`src/rtl/seq_fixed_point_square.sv`:
```
// Iterative signed fixed-point squarer: out = in*in, one shift-add step per input bit,
// with a valid/ready handshake on both sides.
module seq_fixed_point_square #(
    parameter int unsigned WII   = 8,
    parameter int unsigned WIF   = 8,
    parameter int unsigned WOI   = 8,
    parameter int unsigned WOF   = 8,
    parameter int unsigned ROOF  = 1,
    parameter int unsigned ROUND = 1
) (
    input  logic                 clk,
    input  logic                 rst,
    input  logic                 in_valid,
    output logic                 in_ready,
    input  logic [WII+WIF-1:0]   in,
    output logic                 out_valid,
    input  logic                 out_ready,
    output logic [WOI+WOF-1:0]   out,
    output logic                 upflow,
    output logic                 downflow
);

    localparam int unsigned W    = WII + WIF;
    localparam int unsigned AW   = 2 * W;
    localparam int unsigned WO   = WOI + WOF;
    localparam int unsigned IW   = (W > 1) ? $clog2(W) : 1;
    localparam int unsigned DROP = (2 * WIF > WOF) ? (2 * WIF - WOF) : 0;
    localparam int unsigned LSH  = (2 * WIF <= WOF) ? (WOF - 2 * WIF) : 0;
    localparam int unsigned RIDX = (DROP > 0) ? (DROP - 1) : 0;
    localparam int unsigned SWA  = AW + 1 + LSH;
    localparam int unsigned SW   = (SWA > WO + 1) ? SWA : (WO + 1);
    localparam logic [WO-1:0] MAXP = {1'b0, {(WO - 1){1'b1}}};

    typedef enum logic [1:0] {
        S_IDLE = 2'd0,
        S_CALC = 2'd1,
        S_FIN  = 2'd2,
        S_DONE = 2'd3
    } state_t;

    state_t          state_q, state_d;
    logic [W-1:0]    m_q, m_d;
    logic [AW-1:0]   acc_q, acc_d;
    logic [IW-1:0]   i_q, i_d;
    logic [WO-1:0]   out_q, out_d;
    logic            upflow_q, upflow_d;
    logic            downflow_q, downflow_d;
    logic            valid_q, valid_d;

    logic [SW-1:0]   acc_ext;
    logic [SW-1:0]   scaled;
    logic            rnd_bit;
    logic            sat;

    // Rescale the 2*WIF-fraction product to WOF fraction bits and detect overflow.
    always_comb begin
        acc_ext = SW'(acc_q);
        rnd_bit = ((ROUND != 0) && (DROP > 0)) ? acc_q[RIDX] : 1'b0;
        scaled  = ((acc_ext >> DROP) << LSH) + SW'(rnd_bit);
        sat     = (scaled > SW'(MAXP));
    end

    // Next-state and datapath updates for the IDLE/CALC/FIN/DONE sequence.
    always_comb begin
        state_d    = state_q;
        m_d        = m_q;
        acc_d      = acc_q;
        i_d        = i_q;
        out_d      = out_q;
        upflow_d   = upflow_q;
        downflow_d = downflow_q;
        valid_d    = valid_q;
        case (state_q)
            S_IDLE: begin
                if (in_valid) begin
                    // Magnitude of the most negative value still fits W unsigned bits.
                    m_d     = in[W-1] ? (~in + W'(1)) : in;
                    acc_d   = '0;
                    i_d     = '0;
                    state_d = S_CALC;
                end
            end
            S_CALC: begin
                if (m_q[i_q]) begin
                    acc_d = acc_q + (AW'(m_q) << i_q);
                end
                i_d = i_q + IW'(1);
                if (i_q == IW'(W - 1)) begin
                    state_d = S_FIN;
                end
            end
            S_FIN: begin
                if (sat && (ROOF != 0)) begin
                    out_d = MAXP;
                end else begin
                    out_d = scaled[WO-1:0];
                end
                upflow_d   = sat;
                downflow_d = (m_q != '0) && (scaled == '0);
                valid_d    = 1'b1;
                state_d    = S_DONE;
            end
            S_DONE: begin
                if (out_ready) begin
                    valid_d = 1'b0;
                    state_d = S_IDLE;
                end
            end
            default: begin
                state_d = S_IDLE;
            end
        endcase
    end

    // State and result registers with synchronous reset.
    always_ff @(posedge clk) begin
        if (rst) begin
            state_q    <= S_IDLE;
            m_q        <= '0;
            acc_q      <= '0;
            i_q        <= '0;
            out_q      <= '0;
            upflow_q   <= 1'b0;
            downflow_q <= 1'b0;
            valid_q    <= 1'b0;
        end else begin
            state_q    <= state_d;
            m_q        <= m_d;
            acc_q      <= acc_d;
            i_q        <= i_d;
            out_q      <= out_d;
            upflow_q   <= upflow_d;
            downflow_q <= downflow_d;
            valid_q    <= valid_d;
        end
    end

    assign in_ready  = (state_q == S_IDLE) && !rst;
    assign out_valid = valid_q;
    assign out       = out_q;
    assign upflow    = upflow_q;
    assign downflow  = downflow_q;

endmodule

```
`config.mk`:
```
export PLATFORM = sky130hd
export DESIGN_NAME = seq_fixed_point_square
export DESIGN_NICKNAME = d
export VERILOG_FILES = /design/src/rtl/seq_fixed_point_square.sv
export SDC_FILE = /design/constraint.sdc
export NUM_CORES = 1
export LEC_CHECK = 0
export CAP_MARGIN = 0
export CELL_PAD_IN_SITES_DETAIL_PLACEMENT = 0
export CELL_PAD_IN_SITES_GLOBAL_PLACEMENT = 1
export CORE_ASPECT_RATIO = 0.7
export CORE_UTILIZATION = 31
export CTS_BUF_LIST = sky130_fd_sc_hd__clkbuf_4
export DETAILED_ROUTE_END_ITERATION = 8
export PLACE_DENSITY_LB_ADDON = 0.2
export SLEW_MARGIN = 10
export SYNTH_ARGS = -nofsm -noshare
export SYNTH_HDL_FRONTEND = slang
export SYNTH_SLANG_ARGS = --single-unit
```
`constraint.sdc`:
```
create_clock -name clk -period 5 [get_ports clk]
set_input_delay 1 -clock clk [delete_from_list [all_inputs] [get_ports clk]]
set_output_delay 1 -clock clk [all_outputs]
set_load 0.01 [all_outputs]
```
After elaboration in Yosys (flattened, before gate mapping) --
Cells that the tools add are included. W data, S select, Z words.
Storage, ports and cells: memory bits (writable) 0, output and inout port bits 20, bits in latches 0, memories 0, register bits after elaboration 73, memory bits (read-only) 0, bits of input ports 20, logic and storage cells 52
Operators by class: bitwise operators 1, shift-type cells 1, add/sub/neg operators 4, reduce and logical (&&, ||, !) cells 13, eq/ne operators 8, multiply operators 0, multiplexer cells 15, $lt $le $gt $ge 2, div/mod/pow operators 0
Operators by type and width (count):
- $mux W32 | 2
- $pmux W32 S2 | 1
- $logic_not A33 Y1 | 1
- $add A32 B32 Y32 | 1
- $mux W16 | 2
- $shl A16 B4 Y32 | 1
- $add A24 B1 Y25 | 1
- $gt A25 B15 Y1 const B | 1
- $add A16 B1 Y16 const B | 1
- $not A16 Y16 | 1
- $reduce_bool A16 Y1 | 1
- $ne A2 B2 Y1 const B | 4
- $pmux W2 S4 | 1
- $pmux W4 S2 | 1
- $mux W2 | 3
- $reduce_and A2 Y1 | 3
- $reduce_and A3 Y1 | 2
- $lt A4 B5 Y1 const B | 1
- $add A4 B1 Y4 const B | 1
- $bmux W1 S4 | 1
- $eq A2 B2 Y1 const B | 2
- $eq A4 B4 Y1 const B | 1
- $mux W4 | 1
- $reduce_bool A2 Y1 | 2
- 6 further kinds | 8

Depth between registers and ports, before layout --
depth in word-level cells 4, gate-level depth with buffers 17

Worst setup path before layout --
OpenSTA, ideal clock, no wires.
kind flip-flop to flip-flop, start register i_q[1], end register acc_q[27], required time 4879 ps, stages on the path, launching flop included 17, arrival time 3747 ps, slack 1132 ps, buffers on the path 2, path through dfxtp_1 buf_2 buf_1 mux2i_1 nor2_1 a31oi_1 mux2_2 o21a_1 inv_1 ha_1 a21o_1 a21o_1 a2111oi_1 o31ai_1 a21oi_1 mux2i_1 nand2_1
Between the ends: word-level cells in the longest chain between the ends 4, elaborated cells between the ends (all ways) 8
Ends and longest elaborated chain:
- from (decl) | line 44 | logic [IW-1:0] i_q, i_d;
- from (signal assigned) | line 130 | i_q <= i_d;
- $shl A16 B4 Y32 / $bmux W1 S4 (equally long branches) | line 85, 84
- $add A32 B32 Y32 / $mux W1 (equally long branches) | line 85, 84
- $mux W32 / $ne A2 B2 Y1 (equally long branches)
- $pmux W32 S2 / $reduce_and A3 Y1 (equally long branches)
- to (signal assigned) | line 120 | acc_q <= '0;
- to (signal assigned) | line 129 | acc_q <= acc_d;
- to (decl) | line 43 | logic [AW-1:0] acc_q, acc_d;
Several ways; a longest one is shown, not always the timed one. The select of a mux whose other input is x is not followed. A chain may end at the register's enable or synchronous reset.

Worst setup path in the final report --
start register i_q[0], end register acc_q[30]
The elaborated chain is that of the path after synthesis.

==> results.ini <==
[floorplan]
die_area_um2=21200
die_y_um=122
die_w_um=174
std_cell_rows=43
pin_count=40
start_util=0.319
core_area_um2=20000

[routing]
met2_length_mm=7.40
top_layer=met4
drt_iter0_markers=437
avgRoutedWirePerCell_um=18.0
firstDrtPassIters=5
finalWirelength_mm=20.0
vias_per_cell=5.53
wl_met1_mm=11.2
via_count=6138
postRouteAntennaNets=0
route.detailed.drc=0
met3_length_mm=1.17

[finish]
post_layout_nonfiller_instances=1109
final_common_cell=nor2_1
fin_area_um2=7120
drive_gt1_frac=0.0967
layout_common_cells=nor2_1 (105), nand2_1 (73), dfxtp_1 (73)
fin_util=0.356
nets=893
syn_to_final_growth_pct=11.5

[timing]
slew-limit-headroom=0.224
fmax_mhz=235
worstMarginPinSlew_ps=1160
grt_setup_unrepaired=false
setup_slack_ps=753
fin_hold_ws_ps=498
setup-tns-final_ps=0
slew_viol_final=0
min_period_ps=4250
finalClockSkew_ps=21.3
hold_viol=0
final.period_utilization=0.849
setup_viol=0

[worst_hold_path]
hp-class=reg -> reg
whs_path_depth=1
worstHoldEndpoint=out[15]
hold_start=out[15]

[placement]
place.gp.congestion=0.875
post-place-ws_ps=822
place_inst=1092
dp_hpwl_mm=15.3
placed_cell_area_um2=6980
numPortBuffers=39

[yosys]
synth-seq-area-share=0.229
async_flop_share=0
postSynthAreaPerCell_um2=7.74
synth_top_cells_by_area=dfxtp_1 (23%), ha_1 (7.6%), nor2_1 (6.2%)
yosysWarnings=0
synth_edf_count=0
synth_ff_type=dfxtp_1
yosysUniqueCellTypes=66
yosysTopAreaCellShare=0.229
syn_area_um2=6390
synth_top_cell_by_area=dfxtp_1
ys_seq_elements=73
syn-num-nets=885
synth_cells=825

[outcome]
status=completed

[critical_path]
start_kind=flop
critPathKind=reg -> reg
reg2reg_to=acc_q[30]
r2r_slack_ps=750
cp.arrival_ps=4600
rr_startpoint=i_q[0]
crit_path_end_kind=flop
crit_required_ps=5350
crit_fanout=21
ff2ff_path_depth=13

[power]
p_leak_nw=2.66
peakVddDrop_mv=0.126
power_density_nw_per_um2=343
total_power_mw=2.44

[cts]
clockBufferDepth=2
postCtsHoldBufs=0
cts.clk_slew.worst_paths_ps=150
insertion_delay_ps=470
cts_tree=built
post_cts_buffers=0
cts.sinks=73
clockRootBuffer=clkbuf_4
htree_levels=3
cts_buffers=9
ctsResizeCount=0

[global_routing]
grt-ovfl-total=0
grtUsageTotal=0.195
grt_max_degree=61
grt_pass1_vias=5595
antenna_found_initial=1
grt_pass1_wl_mm=32.2

[job]
max_cap_viol_count=0

==> per-layer routing <==
layer,GRT usage,vias up
met2,0.256,170
met1,0.317,2892
met3,0.0309,11
met5,0,-
li1,-,3065
met4,0.0422,0
==> kinds of logic after synthesis <==
logic type | share of synthesized area
xor gates and xnor gates | 0.0644
DFF | 0.229
AOI/OAI and AO/OA | 0.242
adders and majority gates | 0.0795
buffers and inverters | 0.0484
and+or+nand+nor | 0.244
muxes | 0.0934
==> report_power, final <==
| part | switching [mW] | internal [mW] | leakage (nW) |
|---|---|---|---|
| Clock | 0.257 | 0.156 | 0.0769 |
| Combinational | 0.713 | 0.502 | 1.99 |
| Sequential | 0.124 | 0.689 | 0.593 |
| Total | 1.09 | 1.35 | 2.66 |
==> how the worst max path moves through the flow <==
stage / cells past startpoint / slack, ps / to / start
2_1_floorplan: 16 / 1130 / acc_q[27] / i_q[1]
3_3_place_gp: 13 / 830 / acc_q[30] / i_q[0]
3_5_place_dp: 13 / 820 / acc_q[30] / i_q[0]
4_1_cts: 13 / 790 / acc_q[30] / i_q[0]
5_1_grt: 13 / 320 / acc_q[30] / i_q[0]
6_report: 13 / 750 / acc_q[30] / i_q[0]
==> synth_stat cells, drive strengths merged, types with 5 or more instances <==
cell    count
nand3      17
a211oi     38
nand2b      8
and4        5
clkbuf     34
nor2      106
ha         39
mux2       23
dfxtp      73
nand3b      6
o21a        8
nor3       28
and2        6
o21ai      42
a21oi      43
inv        22
a31oi      12
a32oi       6
a221oi      5
or2         8
nand2      73
xnor2      12
buf        20
nor2b       5
mux2i      27
xor2       35
nor4        9
a21o       12
or3         8
a22oi      15
and3       11
o211ai      8
o31ai       5
nand4      15
==> sequential cells by signal, indices dropped and copies added, names as in the netlist <==
signal	flops
out	16
state_q	2
upflow	1
out_valid	1
m_q	16
downflow	1
i_q	4
acc_q	32
==> layout make-up <==
| class | instances | area, µm² |
|---|---|---|
| clock buffer | 9 | 67.6 |
| antenna | 1 | 2.50 |
| timing repair buffer | 51 | 475 |
| tap | 270 | 338 |
| fill | 2108 | 12900 |
| sequential | 73 | 1460 |
| multi-input combinational | 676 | 4620 |
| inverter | 22 | 82.6 |
| clock inverter | 7 | 77.6 |
==> worst max-delay path, cell delays in order (launching register included) <==
cell and delay (ps):
dfxtp_1 830, buf_4 280, nor2_1 60, a21oi_1 180, mux2_2 230, o22ai_1 100, ha_1 420, a21oi_1 280
o211ai_1 130, o311ai_0 260, nand2_1 240, a2111oi_1 780, a2111o_1 260, o211ai_1 80
No activity file was read; power rests on OpenSTA's default activity.
